==> src/rtl/tt_um_serial_subtractor.sv <==
// -----------------------------------------------------------------------------
// tt_um_serial_subtractor
//   Bit-serial subtractor, D = A - B (mod 2^OP_BITS), one bit per clock,
//   LSB first. Operands are loaded from ui_in. A start/busy/done handshake
//   returns the result on uo_out.
//
// Ports
//   clk      : clock, all state changes on the rising edge
//   rst_n    : synchronous active-low reset
//   ui_in    : operand data byte
//   uio_in   : [0] load_a, [1] load_b, [2] start, [7:3] ignored
//   uo_out   : result register D (upper bits 0 when OP_BITS < 8)
//   uio_out  : [7] busy, [6] done, [5] borrow_out, [4] zero, [3:0] = 0
//   uio_oe   : constant 8'hF0 (upper nibble of uio is output)
//   ena      : ignored
// -----------------------------------------------------------------------------
module tt_um_serial_subtractor #(
  parameter int OP_BITS = 8
) (
  input  logic       clk,
  input  logic       rst_n,
  input  logic [7:0] ui_in,
  input  logic [7:0] uio_in,
  output logic [7:0] uo_out,
  output logic [7:0] uio_out,
  output logic [7:0] uio_oe,
  input  logic       ena
);

  typedef enum logic [1:0] {
    S_IDLE = 2'd0,
    S_RUN  = 2'd1,
    S_DONE = 2'd2
  } state_t;

  localparam logic [2:0] LAST_BIT = 3'(OP_BITS - 1);

  state_t               r_state;
  state_t               w_state_next;
  logic [OP_BITS-1:0]   r_a;
  logic [OP_BITS-1:0]   r_b;
  logic [OP_BITS-1:0]   r_shift;
  logic [OP_BITS-1:0]   r_d;
  logic [2:0]           r_cnt;
  logic                 r_brw;
  logic                 r_borrow_out;
  logic                 r_zero;

  logic                 w_load_a;
  logic                 w_load_b;
  logic                 w_start;
  logic                 w_last;
  logic                 w_a_bit;
  logic                 w_b_bit;
  logic                 w_d_bit;
  logic                 w_brw_next;
  logic [OP_BITS-1:0]   w_shift_next;
  logic                 w_unused;

  assign w_load_a = uio_in[0];
  assign w_load_b = uio_in[1];
  assign w_start  = uio_in[2];
  assign w_unused = &{1'b0, ena, uio_in[7:3]};

  // Operands are indexed rather than shifted so a repeated start recomputes
  // the same result without reloading.
  assign w_last     = (r_cnt == LAST_BIT);
  assign w_a_bit    = r_a[r_cnt];
  assign w_b_bit    = r_b[r_cnt];
  assign w_d_bit    = w_a_bit ^ w_b_bit ^ r_brw;
  assign w_brw_next = (~w_a_bit & w_b_bit) | (~(w_a_bit ^ w_b_bit) & r_brw);

  // New bit enters at the MSB; after OP_BITS shifts bit 0 holds d_0.
  assign w_shift_next = (r_shift >> 1) | (OP_BITS'(w_d_bit) << (OP_BITS - 1));

  // State register
  always_ff @(posedge clk) begin
    if (!rst_n) begin
      r_state <= S_IDLE;
    end else begin
      r_state <= w_state_next;
    end
  end

  // Next-state logic: start wins over loads, DONE lasts exactly one cycle
  always_comb begin
    w_state_next = r_state;
    case (r_state)
      S_IDLE: begin
        if (w_start) w_state_next = S_RUN;
      end
      S_RUN: begin
        if (w_last) w_state_next = S_DONE;
      end
      S_DONE: begin
        if (w_start) w_state_next = S_RUN;
        else         w_state_next = S_IDLE;
      end
      default: w_state_next = S_IDLE;
    endcase
  end

  // Datapath: operand capture, serial borrow chain, result commit
  always_ff @(posedge clk) begin
    if (!rst_n) begin
      r_a          <= '0;
      r_b          <= '0;
      r_shift      <= '0;
      r_d          <= '0;
      r_cnt        <= '0;
      r_brw        <= 1'b0;
      r_borrow_out <= 1'b0;
      r_zero       <= 1'b0;
    end else begin
      case (r_state)
        S_IDLE, S_DONE: begin
          if (w_start) begin
            r_cnt <= '0;
            r_brw <= 1'b0;
          end else begin
            if (w_load_a) r_a <= ui_in[OP_BITS-1:0];
            if (w_load_b) r_b <= ui_in[OP_BITS-1:0];
          end
        end
        S_RUN: begin
          r_shift <= w_shift_next;
          r_brw   <= w_brw_next;
          r_cnt   <= r_cnt + 3'd1;
          // Visible result and flags change only on completion
          if (w_last) begin
            r_d          <= w_shift_next;
            r_borrow_out <= w_brw_next;
            r_zero       <= (w_shift_next == '0);
          end
        end
        default: ;
      endcase
    end
  end

  assign uo_out  = 8'(r_d);
  assign uio_out = {(r_state == S_RUN), (r_state == S_DONE), r_borrow_out, r_zero, 4'b0000};
  assign uio_oe  = 8'hF0;

endmodule

==> config.mk <==
export PLATFORM = sky130hd
export DESIGN_NAME = tt_um_serial_subtractor
export DESIGN_NICKNAME = d
export VERILOG_FILES = /design/src/rtl/tt_um_serial_subtractor.sv
export SDC_FILE = /design/constraint.sdc
export NUM_CORES = 1
export LEC_CHECK = 0
export CORE_MARGIN = 2
export CORE_UTILIZATION = 49
export CTS_BUF_LIST = sky130_fd_sc_hd__clkbuf_8 sky130_fd_sc_hd__clkbuf_16
export DETAILED_ROUTE_END_ITERATION = 16
export GPL_TIMING_DRIVEN = 1
export HOLD_SLACK_MARGIN = 0.08
export PLACE_DENSITY = 0.79
export SYNTH_ARGS = -nofsm -noshare
export SYNTH_HDL_FRONTEND = slang
export SYNTH_SLANG_ARGS = --single-unit
==> constraint.sdc <==
create_clock -name clk -period 2.6 [get_ports clk]
set_clock_uncertainty 0.15 [all_clocks]
set_input_delay 0.78 -clock clk [delete_from_list [all_inputs] [get_ports clk]]
set_output_delay 0.78 -clock clk [all_outputs]
set_load 0.05 [all_outputs]
* Word-level counts from Yosys, hierarchy flattened
Cells that the tools add are included.
** Cells by class
- Add/subtract/negate cells :: 1
- $lt $le $gt $ge :: 1
- Equal/unequal tests :: 6
- Muxes and demuxes :: 12
- Bitwise logic cells :: 9
- Reductions and logical operators :: 9
** Operators by type and width (number)
- $logic_not 8->1 :: 1
- $or 7x8->8 :: 1
- $bmux 1 s3 :: 2
- $pmux 2 s3 :: 1
- $pmux 3 s2 :: 1
- $reduce_and 2->1 :: 3
- $reduce_and 3->1 :: 2
- $lt 3x4->1 const B :: 1
- $mux 1 :: 4
- $mux 2 :: 2
- $ne 2x2->1 const B :: 2
- $add 3x1->3 const B :: 1
- $eq 3x3->1 const B :: 1
- $mux 3 :: 1
- $not 1->1 :: 3
- $and 1x1->1 :: 2
- $eq 2x1->1 const B :: 1
- $eq 2x2->1 const B :: 1
- $logic_not 2->1 :: 1
- $ne 2x1->1 const B :: 1
- $pmux 1 s2 :: 1
- $reduce_bool 2->1 :: 1
- $reduce_or 2->1 :: 1
- $xor 1x1->1 :: 2
- $or 1x1->1 :: 1
** Word-level totals
- Flip-flop bits (word level) :: 40
- Bits of input ports :: 19
- Output and inout bits :: 24
- Logic and storage cells :: 47

* Logic depth before layout (Yosys ltp)
- Depth in word-level cells :: 7
- Gate-level depth with buffers :: 7
- Gate-level depth less buffers :: 6

* Worst setup path after synthesis
No wires, ideal clock.
- Path kind :: reg-to-reg
- From :: register r_cnt[1]
- To :: register r_zero
- Setup time :: 0.059 ns
- Data arrival time :: 2.060 ns
- Data required time :: 2.391 ns
- Path slack :: 0.332 ns
- Stages on the path, launching flop included :: 8
- Buffers on the path :: 1
- Period minus slack after synthesis :: 2.268 ns
- Cell sequence :: dfxtp_1 buf_6 mux4_1 mux2_2 fa_1 nor4_1 nand4_1 nand2_1
** Between the ends
- Longest elaborated chain between the ends :: 6
- Elaborated cells on any way between the ends :: 10
- Those cells by class :: eq/ne: 1; mux: 4; bitwise: 3; reduce/logical: 2
** Ends and longest elaborated chain
- from (decl) :: RTL line 44 : logic [2:0] r_cnt;
- from (signal assigned) :: RTL line 128 : r_cnt <= r_cnt + 3'd1;
- $bmux 1 s3 (on tied branches) :: RTL line 68, 69
- $mux 1 (on tied branches) :: RTL line 68, 69
- $xor 1x1->1 (*) (2 in a row) :: RTL line 70 : assign w_d_bit = w_a_bit ^ w_b_bit ^ r_brw;
- net w_d_bit :: RTL line 55 : logic w_d_bit;
- $or 7x8->8 (*) :: RTL line 74 : assign w_shift_next = (r_shift >> 1) | (OP_BITS'(w_d_bit) << (OP_BITS - 1));
- $logic_not 8->1 (*) :: RTL line 133 : r_zero <= (w_shift_next == '0);
- to (signal assigned) :: RTL line 133
- to (decl) :: RTL line 47 : logic r_zero;
The timed path passes the listed nets; every way through them passes the cells marked *. The select of a mux whose other input is x is not followed.
A chain may end at the register's enable or synchronous reset.

* Final worst setup path
Same ends and word-level chain as after synthesis.

==> summary.txt <==
Routing
  – Met3 Wirelength: 174 microns
  – DRC viols: 0
  – Routed Antenna Nets: 0
  – Wirelength, routed: 2981 microns
  – Via count: 1241
  – DR top layer: met4
  – Via density: 4.810
  – Mean routed wirelength per cell: 11.55 microns
  – Drt first pass iters: 4
  – WL met2: 1229 microns
  – DRT iter0 DRCs: 38
  – M1 WL: 1533 microns

Critical path
  – Worst setup EP type: register
  – Worst Path Max Fanout: 7
  – Critical path startpoint category: register
  – R2R Path Start: r_cnt[1]$_SDFFE_PN0P_
  – Critical path required time: 2700 ps
  – WS Path Type: reg2reg
  – Worst EP arrival: 2580 ps
  – CP startpoint: r_cnt[1]$_SDFFE_PN0P_

CTS
  – CTS H-tree lvls: 2
  – Clock Latency Late Sink: 300 ps
  – Max Root-Sink Buffers: 2
  – Num CTS Buffers: 5
  – CTS tree: built
  – Worst-path clk slew: 80 ps
  – # hold bufs at CTS: 0
  – Setup bufs post-CTS: 0
  – Post-CTS sizing: 0
  – Root Driver: clkbuf_8
  – Clock sink total: 39

Final layout
  – Most frequent cells in the layout: dfxtp_1, nand2_1, clkdlybuf4s50_1
  – Commonest non-fill, non-tap cell in the layout: dfxtp_1
  – Nets@finish: 231
  – N_diodes: 0
  – Final design utilization: 60.02%
  – Fraction of layout cells with a size suffix above 1: 8.571%
  – Synth-to-Final Area Change: 17.93%

STA
  – Final Hold Vio Count: 0
  – Min Hold Slack: 310.4 ps
  – RSZ-0062 raised after global routing: no
  – Final max-slew violation count: 0
  – Final worst path period share: 95.31%
  – Worst Tran Pin Value: 504.3 ps
  – F_max: 403.5 MHz
  – Fin crit period: 2478 ps
  – Max-slew headroom: 66.27%
  – Setup-failing EPs final: 0
  – Setup TNS: 0 ps

Pwr
  – PwrDens: 595.3 nW/um^2
  – LEAKAGE: 0.8143 nW
  – Peak VDD IR: 404.5 uV

Die
  – Die area: 4282 sq um
  – Rows: 22
  – Die extent in x: 65.44 microns
  – Core box area: 3633 sq um
  – Initial Util: 50.90%
  – I/O Pins: 43
  – Die H: 65.44 microns

Place
  – GP Congestion: 0.7333
  – Post-DP HPWL: 2056 microns
  – Port Buf Inserts: 24

Global route
  – Initial antenna violation count: 0
  – First-pass GRT wire length: 4878 microns
  – Number of global-route vias before repair: 1032
  – GRT Residual Overflow: 0
  – Largest net degree at the start of global routing: 41
  – All-layer global routing usage: 15.61%

Hold path
  – Hold crit path type: reg2reg
  – Hold Path Origin: r_zero$_SDFFE_PN0P_

Logic synthesis
  – Post-synth EDFFs: 0
  – Seq/Total Area, Yosys: 42.22%
  – Syn_area_per_cell: 9.785 sq um
  – Primary FF master, synth: dfxtp_1
  – Post-synth ARST share: 0%
  – Cells after Synth: 189
  – Post-Syn Area: 1849 sq um
  – Seq cells post-synth: 39
  – Yosys warnings: 0
  – Netlist cell types: 29

Status
  – Outcome: completed

Run
  – Number of max-cap violations: 0
[metal layers]
| layer | vias to the layer above | track usage (%) |
|---|---|---|
| met5 | - | 0 |
| met4 | 0 | 7.813 |
| met3 | 5 | 6.336 |
| met2 | 32 | 21.81 |
| met1 | 561 | 20.72 |
| li1 | 643 | - |
[Yosys cell counts (3+ instances only)]
cell type	number	area [sq um]
buf_2	6	30.03
nor2b_1	21	131.4
nor3b_1	6	45.04
a21oi_1	3	15.01
mux2i_1	17	170.2
clkbuf_1	4	15.01
nand2_1	32	120.1
dfxtp_1	39	780.8
mux4_1	4	105.1
mux2_2	3	33.78
a21boi_0	15	112.6
buf_4	15	112.6
nand2b_1	3	18.77
[worst paths after layout]
check,to,slack [ps],cells past startpoint
max reg2reg,r_zero$_SDFFE_PN0P_,120,6
min reg2reg,r_zero$_SDFFE_PN0P_,310,2
min,r_zero$_SDFFE_PN0P_,310,2
max,r_zero$_SDFFE_PN0P_,120,6
[metrics by stage]
stage	cell area, sq um	instances	total power, mW	setup slack [ps]
2_1_floorplan	1887	199	0.7637	331.7
3_3_place_gp	2063	250	0.7910	147.8
3_5_place_dp	2063	250	0.7924	127.1
4_1_cts	2181	258	1.313	109.0
5_1_grt	2181	258	1.350	26.05
6_report	2181	258	1.298	121.9
[registers in the layout, summed over array words and instances, names as in the netlist]
name,count
r_zero,1
uo_out,8
r_shift,7
r_cnt,3
r_state,2
r_b,8
r_borrow_out,1
r_a,8
r_brw,1
[layout make-up]
| class | instances | area, sq um |
|---|---|---|
| Clock buffer | 6 | 82.58 |
| Clock inverter | 2 | 35.03 |
| Fill cell | 320 | 1453 |
| Inverter | 3 | 11.26 |
| Multi-Input combinational cell | 131 | 925.9 |
| Sequential cell | 39 | 780.7 |
| Tap cell | 48 | 60.06 |
| Timing Repair Buffer | 29 | 285.3 |
[power by group]
part | switching, mW | internal, mW | total, mW
sequential | 0.0148 | 0.613 | 0.628
combinational | 0.0861 | 0.0648 | 0.151
clock | 0.209 | 0.310 | 0.520
[worst max-delay path, stage by stage (launching register included)]
cell,delay (ps)
dfxtp_1,490
mux4_1,610
mux2_2,290
fa_1,510
nor4_1,200
nand4_1,120
nand2_1,70
[cell families (layout without fill, tap and decap cells)]
logic type | Yosys count | in the layout | share of synthesized area, %
flip-flops | 39 | 39 | 42.22
AND/OR/NAND/NOR | 70 | 70 | 19.89
buffers and inverters | 29 | 40 | 9.743
multiplexers | 24 | 24 | 16.71
adder cells (fa/ha/maj) | 3 | 3 | 2.436
AO/OA/AOI/OAI | 21 | 21 | 8.119
XOR/XNOR | 1 | 1 | 0.4737
other | 2 | 12 | 0.4061
Power figures use the tool's default switching activity.
